==> src/rtl/enc_pkg.sv <==
// Shared constants and FSM state type for the sequential 16-to-4 line encoder.
package enc_pkg;
    localparam int unsigned N_LINES = 16;
    localparam int unsigned IDX_W   = 4;

    typedef enum logic {IDLE, EMIT} state_t;
endpackage

==> src/rtl/lowest_set_enc16_4.sv <==
// Combinational priority encoder: index of the lowest set line, plus an any-set flag.
module lowest_set_enc16_4
    import enc_pkg::*;
(
    input  logic [0:N_LINES-1] lines,
    output logic [IDX_W-1:0]   idx,
    output logic               any
);

    // Scan from the top down so the lowest set line is written last and wins.
    always_comb begin
        idx = '0;
        for (int i = N_LINES - 1; i >= 0; i--) begin
            if (lines[i]) begin
                idx = IDX_W'(i);
            end
        end
    end

    assign any = |lines;

endmodule

==> src/rtl/line_encoder16_4_seq.sv <==
// Captures a 16-line request vector and emits the index of each active line, lowest first,
// over a valid/ready handshake; done pulses after the last index, zero flags an empty capture.
module line_encoder16_4_seq
    import enc_pkg::*;
(
    input  logic               clk,
    input  logic               rst_n,
    input  logic [0:N_LINES-1] w,
    input  logic               load,
    input  logic               e,
    output logic [IDX_W-1:0]   y,
    output logic               valid,
    input  logic               ready,
    output logic               busy,
    output logic               done,
    output logic               zero
);

    state_t             state_q, state_d;
    logic [0:N_LINES-1] pending_q, pending_d;
    logic [0:N_LINES-1] remainder;
    logic [0:N_LINES-1] enc_in;
    logic [IDX_W-1:0]   y_q, y_d;
    logic [IDX_W-1:0]   enc_idx;
    logic               enc_any;
    logic               done_q, done_d;
    logic               zero_q, zero_d;

    always_comb begin
        remainder       = pending_q;
        remainder[y_q]  = 1'b0;
    end

    // One encoder serves both phases: the fresh capture in IDLE, the remainder in EMIT.
    assign enc_in = (state_q == IDLE) ? w : remainder;

    lowest_set_enc16_4 u_lowest (
        .lines (enc_in),
        .idx   (enc_idx),
        .any   (enc_any)
    );

    always_comb begin
        state_d   = state_q;
        pending_d = pending_q;
        y_d       = y_q;
        done_d    = 1'b0;
        zero_d    = 1'b0;
        unique case (state_q)
            IDLE: begin
                if (load && e) begin
                    if (enc_any) begin
                        pending_d = w;
                        y_d       = enc_idx;
                        state_d   = EMIT;
                    end else begin
                        zero_d = 1'b1;
                    end
                end
            end
            EMIT: begin
                if (ready) begin
                    pending_d = remainder;
                    if (enc_any) begin
                        y_d = enc_idx;
                    end else begin
                        state_d = IDLE;
                        done_d  = 1'b1;
                    end
                end
            end
            default: state_d = IDLE;
        endcase
    end

    always_ff @(posedge clk or negedge rst_n) begin
        if (!rst_n) begin
            state_q   <= IDLE;
            pending_q <= '0;
            y_q       <= '0;
            done_q    <= 1'b0;
            zero_q    <= 1'b0;
        end else begin
            state_q   <= state_d;
            pending_q <= pending_d;
            y_q       <= y_d;
            done_q    <= done_d;
            zero_q    <= zero_d;
        end
    end

    assign y     = y_q;
    assign valid = (state_q == EMIT);
    assign busy  = (state_q == EMIT);
    assign done  = done_q;
    assign zero  = zero_q;

endmodule

==> config.mk <==
export PLATFORM = sky130hd
export DESIGN_NAME = line_encoder16_4_seq
export DESIGN_NICKNAME = d
export VERILOG_FILES = /design/src/rtl/enc_pkg.sv /design/src/rtl/lowest_set_enc16_4.sv /design/src/rtl/line_encoder16_4_seq.sv
export SDC_FILE = /design/constraint.sdc
export NUM_CORES = 1
export LEC_CHECK = 0
export CORE_MARGIN = 2
export CORE_UTILIZATION = 57
export DETAILED_ROUTE_END_ITERATION = 10
export PLACE_DENSITY = 0.85
export SETUP_SLACK_MARGIN = 0.1
export SLEW_MARGIN = 10
export SYNTH_ARGS = -nofsm -noshare
export SYNTH_HDL_FRONTEND = slang
export SYNTH_SLANG_ARGS = --single-unit
export TNS_END_PERCENT = 30
==> constraint.sdc <==
create_clock -name clk -period 4.2 [get_ports clk]
set_clock_uncertainty 0.2 [all_clocks]
set_input_delay 0.84 -clock clk [delete_from_list [all_inputs] [get_ports clk]]
set_output_delay 0.84 -clock clk [all_outputs]
set_load 0.05 [all_outputs]
==> results of run 1 <==
layout by cell type (no fill, tap or decap), types with 4 or more instances in the layout:
cell type / count
a21oi_1: 14
a31oi_1: 4
buf_4: 4
clkdlybuf4s50_1: 28
dfrtp_1: 23
inv_1: 13
mux2_4: 4
mux2i_1: 4
nand2_1: 19
nor2_1: 20
nor2b_1: 4
nor4b_1: 4
o21ai_0: 5
o2bb2ai_1: 6
o32a_1: 4
or2_2: 4
layout make-up:
class | count | area [µm²] | share of cell area [%]
repair buffers | 32 | 310 | 15.7
inverters | 13 | 48.8 | 2.47
clock buffers | 4 | 26.3 | 1.33
flip-flops and latches | 23 | 576 | 29.2
well taps | 31 | 38.8 | 1.96
multi-input cells | 138 | 975 | 49.4
final timing paths:
check	startpoint	endpoint	slack, ns	depth (start not counted)
max reg2reg	y[3]	pending_q[0]	1.02	6
min	pending_q[10]	pending_q[10]	0.32	1
min reg2reg	pending_q[10]	pending_q[10]	0.32	1
max in group asynchronous	rst_n	y[1]	2.32	1
max	y[3]	pending_q[0]	1.02	6
min in group asynchronous	rst_n	pending_q[11]	0.87	1
worst reg2reg max path, delay by kind of cell (launching register included):
kind	cells	cell delay [ns]
and+or+nand+nor	3	0.85
DFF	1	0.72
AOI/OAI and AO/OA	2	0.90
muxes	1	0.41
state kept, by name (all words and copies together) (netlist names):
register   count
busy           1
zero           1
pending_q     16
done           1
y              4
per-layer routing:
layer | wire length [µm] | vias to the layer above
met2 | 1910 | 65
met3 | 252 | 12
met5 | 0 | -
li1 | - | 744
met4 | 97 | 0
met1 | 1760 | 756
metrics by stage:
stage	setup WS (ns)	instance area (µm²)	util [%]	std cells
floorplan	1.37	1670	-	186
global placement	0.894	1950	70.0	237
detailed placement	0.830	1950	70.0	237
CTS	1.07	1970	71.0	241
global route	0.862	1970	71.0	241
finish	1.02	1970	71.0	241
power by group:
| group | switching, µW | total (µW) | internal [µW] | leakage [µW] |
|---|---|---|---|---|
| sequential | 113 | 416 | 303 | 0.000274 |
| clock | 63.9 | 101 | 37.0 | 0.0000150 |
| combinational | 292 | 566 | 274 | 0.000555 |
| total | 469 | 1080 | 613 | 0.000844 |
cells by family (layout without fill, tap and decap cells):
logic type / Yosys count / after routing / synth area share, %
AO/OA/AOI/OAI: 57 / 57 / 24.7
buffers and inverters: 25 / 49 / 7.19
flip-flops: 23 / 23 / 34.5
multiplexers: 8 / 8 / 5.99
AND/OR/NAND/NOR: 73 / 73 / 27.6
==> impl_metrics.ini, run 1 <==
[status]
status = completed

[floorplanning]
chipHeight_um = 58.1
start_util_pct = 60.1
rows = 19
dieArea_um2 = 3380
die_w_um = 58.1
io_pins = 29
core_um2 = 2780

[logic_synthesis]
synth_edf_count = 0
ys_seq_area_share_pct = 34.5
synth_commonest_cells = dfrtp_1, nor2_1, nand2_1
synthArstFlopShare_pct = 100
syn_avg_cell_area_um2 = 8.98
synthesis.area_um2 = 1670
yosysUniqueCellTypes = 47
synth.ff_latch_count = 23
postSynthNetCount = 207
yosysTopAreaCellShare_pct = 34.5
postSynthCellCount = 186
synth_area_leaders = dfrtp_1, nor2_1, nand2_1, a21oi_1, mux2_4
synth_top_cell_by_area = dfrtp_1
synthMostInstantiatedCell = dfrtp_1
ys_warn_count = 0
yosys_most_used_dff = dfrtp_1

[clock_tree]
htreeDepth = 1
cts_resized = 0
path_clk_slew_ns = 0.13
cts_root_buffer = clkbuf_4
cts_sinks = 23
ctsHoldBuffers = 0
cts_tree = built
cts_buffer_depth = 2
insertion_delay_ns = 0.31
cts_buffers = 3
post_cts_buffers = 0

[sta]
slew_viol_final = 0
hold_ws_ns = 0.318
finalSetupTns_ns = 0
rsz0062_at_grt = false
worstMarginPinSlew_ns = 1.01
finalHoldViolations = 0
period_needed_ns = 3.18
fmax_mhz = 314
period_share_pct = 75.8
finalSetupViolCount = 0
slew_headroom_pct = 32.8

[detailed_routing]
wl_per_cell_um = 16.7
drt_iter0_drc = 80
num_vias = 1577
drc = 0
postRouteAntennaNets = 0
firstDrtPassIters = 4
avgViaCountPerCell = 6.54
routed_wirelength_um = 4030

[global_routing]
grt.overflow.total = 0
grt_pass1_vias = 1523
top_usage_layer = met2
grt_max_degree = 24
grt.met2_usage_pct = 42.5
use_met1_pct = 37.6
grt_use_met3_pct = 3.35
grt_usage_pct = 27.0
grt_pass1_wl_um = 7110
antenna_found_initial = 0

[setup_path]
cpLargestDelayFamily = compound AO/OA/AOI/OAI gates
worst-endpoint-required_ns = 4.20
cp_num_buf_inv = 0
cp_max_fo = 18
critPathKind = register to register
crit_path_start_kind = register
critPathMaxStageDelay_ns = 0.72
path_cells = nor4bb_1, a2bb2oi_1, and4bb_1, nand4_2, o21a_1, mux2_4
critPathSlowestCell = dfrtp_1
arrival_ns = 3.18
end_kind = register

[power_and_ir_drop]
power_uw = 1080
powerDensity_nw_per_um2 = 548
p_leak_uw = 0.000844
vdd_drop_max_uv = 444

[placed_design]
numPortBuffers = 28
gp_congestion = 0.963
dpl.hpwl_um = 2920

[cells_and_area]
final_layout_size_suffix_gt1_share_pct = 11.0
final_nets = 232
syn_to_final_growth_pct = 18.2
antennaDiodeCount = 0
nFillCells = 211

[flow_run]
max_cap_viol_count = 0

[hold_path]
min_path_type = register to register
Note: power is estimated with default switching activity, not from simulation.
==> run 2, diff against run 1 <==
--- a/config.mk
+++ b/config.mk
@@ -6,9 +6,9 @@
 export NUM_CORES = 1
 export LEC_CHECK = 0
 export CORE_MARGIN = 2
-export CORE_UTILIZATION = 57
+export CORE_UTILIZATION = 53
 export DETAILED_ROUTE_END_ITERATION = 10
-export PLACE_DENSITY = 0.85
+export PLACE_DENSITY = 0.8
 export SETUP_SLACK_MARGIN = 0.1
 export SLEW_MARGIN = 10
 export SYNTH_ARGS = -nofsm -noshare
==> constraint.sdc (replaced) <==
create_clock -name clk -period 2.95 [get_ports clk]
set_clock_uncertainty 0.2 [all_clocks]
set_input_delay 0.59 -clock clk [delete_from_list [all_inputs] [get_ports clk]]
set_output_delay 0.59 -clock clk [all_outputs]
set_load 0.05 [all_outputs]
==> impl_metrics.ini, run 2 (synthesis gave the netlist of run 1 again) <==
[detailed_routing]
drt_iter0_drc = 119
routed_wirelength_um = 4350
wl_met2_um = 2160
postRouteAntennaNets = 0
drc = 0
num_vias = 1636
avgViaCountPerCell = 6.08
firstDrtPassIters = 4
maxUsedRoutingLayer = met4
wl_per_cell_um = 16.2
met1_length_um = 1830
routed-wl-met3_um = 227

[sta]
worstMarginPinSlew_ns = 0.500
finalSetupTns_ns = 0
slew_viol_final = 0
rsz0062_at_grt = false
finalHoldViolations = 0
period_needed_ns = 2.76
period_share_pct = 93.5
fmax_mhz = 362
finalSetupViolCount = 0
slew_headroom_pct = 66.6

[floorplanning]
die_w_um = 60.1
dieArea_um2 = 3620
chipHeight_um = 60.1
rows = 20
io_pins = 29
start_util_pct = 55.2
core_um2 = 3030

[cells_and_area]
ff_latch_area_um2 = 576
multiInputGateArea_um2 = 987
final_util_pct = 70.2
syn_to_final_growth_pct = 27.3
nFillCells = 233
layout_common_cells = clkdlybuf4s50_1, dfrtp_1, nor2_1, buf_4, nand2_1
largest_register_ffs = 16
antennaDiodeCount = 0
registers.top_by_ff_count = pending_q
final_area_um2 = 2130
final_layout_size_suffix_gt1_share_pct = 19.1
final_common_cell = clkdlybuf4s50_1
final_nets = 247

[setup_path]
reg2reg_slack_ns = 0.19
critPathMaxStageDelay_ns = 0.57
critPathKind = register to register
end_kind = register
cp_max_fo = 10
cp_num_buf_inv = 1
cpLargestDelayFamily = simple AND/OR/NAND/NOR gates
arrival_ns = 2.79
worst-endpoint-required_ns = 2.98
critPathSlowestCell = or4b_4
path_cells = or4b_4, o2bb2ai_2, nor4_4, nand4_2, o21a_1, buf_12, mux2_4
crit_path_start_kind = register

[global_routing]
grt_usage_pct = 26.7
antenna_found_initial = 0
grt.overflow.total = 0
grt_max_degree = 26
grt_pass1_vias = 1680
grt_pass1_wl_um = 7290

[flow_run]
max_cap_viol_count = 0

[clock_tree]
cts_root_buffer = clkbuf_4
path_clk_slew_ns = 0.15
cts_tree = built
cts_sinks = 23
cts_buffers = 3
insertion_delay_ns = 0.34
ctsHoldBuffers = 0
htreeDepth = 1
cts_buffer_depth = 2

[power_and_ir_drop]
powerDensity_nw_per_um2 = 789
p_clk_share_pct = 9.9
combinationalPowerShare_pct = 57.8
p_leak_uw = 0.000921
p_int_uw = 965
p_switching_uw = 714
swShare_pct = 42.5
pwr-share-seq_pct = 32.3
vdd_drop_max_uv = 323

[placed_design]
gp_congestion = 0.946
numPortBuffers = 28
postPlaceCellArea_um2 = 2080
dpl.hpwl_um = 3290

[status]
status = completed

[hold_path]
min_path_type = register to register
run 2: path summary, 6_finish.rpt:
kind | startpoint | end | depth (start not counted)
max | y[2] | pending_q[0] | 7
min | pending_q[12] | pending_q[12] | 1
min in group asynchronous | rst_n | pending_q[10] | 2
max reg2reg | y[2] | pending_q[0] | 7
min reg2reg | pending_q[12] | pending_q[12] | 1
max in group asynchronous | rst_n | pending_q[3] | 2
run 2: timing repair:
action / in CTS / in global routing
setup endpoints to repair: 0 / 8
setup buffers: 0 / 0
hold endpoints to repair: 0 / 0
gates resized for setup: 0 / 2
run 2: worst reg2reg max path, cell delays in order, from the launching register on:
cell and delay, ns:
dfrtp_1 0.51, or4b_4 0.57, o2bb2ai_2 0.17, nor4_4 0.38, nand4_2 0.14, o21a_1 0.24
buf_12 0.16, mux2_4 0.29
run 2: layer usage:
metal / track usage [%] / vias up
li1: - / 773
met1: 33.8 / 791
met2: 44.1 / 61
met3: 3.03 / 11
met4: 14.6 / 0
met5: 0 / -
run 2: per-stage QoR:
| step | setup slack [ns] | hold WS [ns] | total power [µW] | std cells |
|---|---|---|---|---|
| floorplan | 0.123 | 0.0944 | 1180 | 186 |
| global route | 0.118 | 0.347 | 1790 | 269 |
| finish | 0.190 | 0.320 | 1680 | 269 |
| detailed placement | 0.100 | 0.289 | 1500 | 265 |
| CTS | 0.193 | 0.322 | 1670 | 269 |
| global placement | 0.168 | 0.288 | 1460 | 265 |
run 2: cell type report:
class	instances	share of cell area (%)
Clock buffer	3	1.06
Clock inverter	1	0.353
Inverter	13	2.29
Multi-Input combinational cell	138	46.4
Sequential cell	23	27.1
Tap cell	44	2.59
Timing Repair Buffer	47	20.2
run 2: power groups by stage:
stage	sequential (µW)	combinational [µW]	clock [µW]
2_1_floorplan	586	593	0
3_3_place_gp	531	931	0
3_5_place_dp	541	960	0
4_1_cts	535	961	169
5_1_grt	558	1050	179
6_report	543	970	165
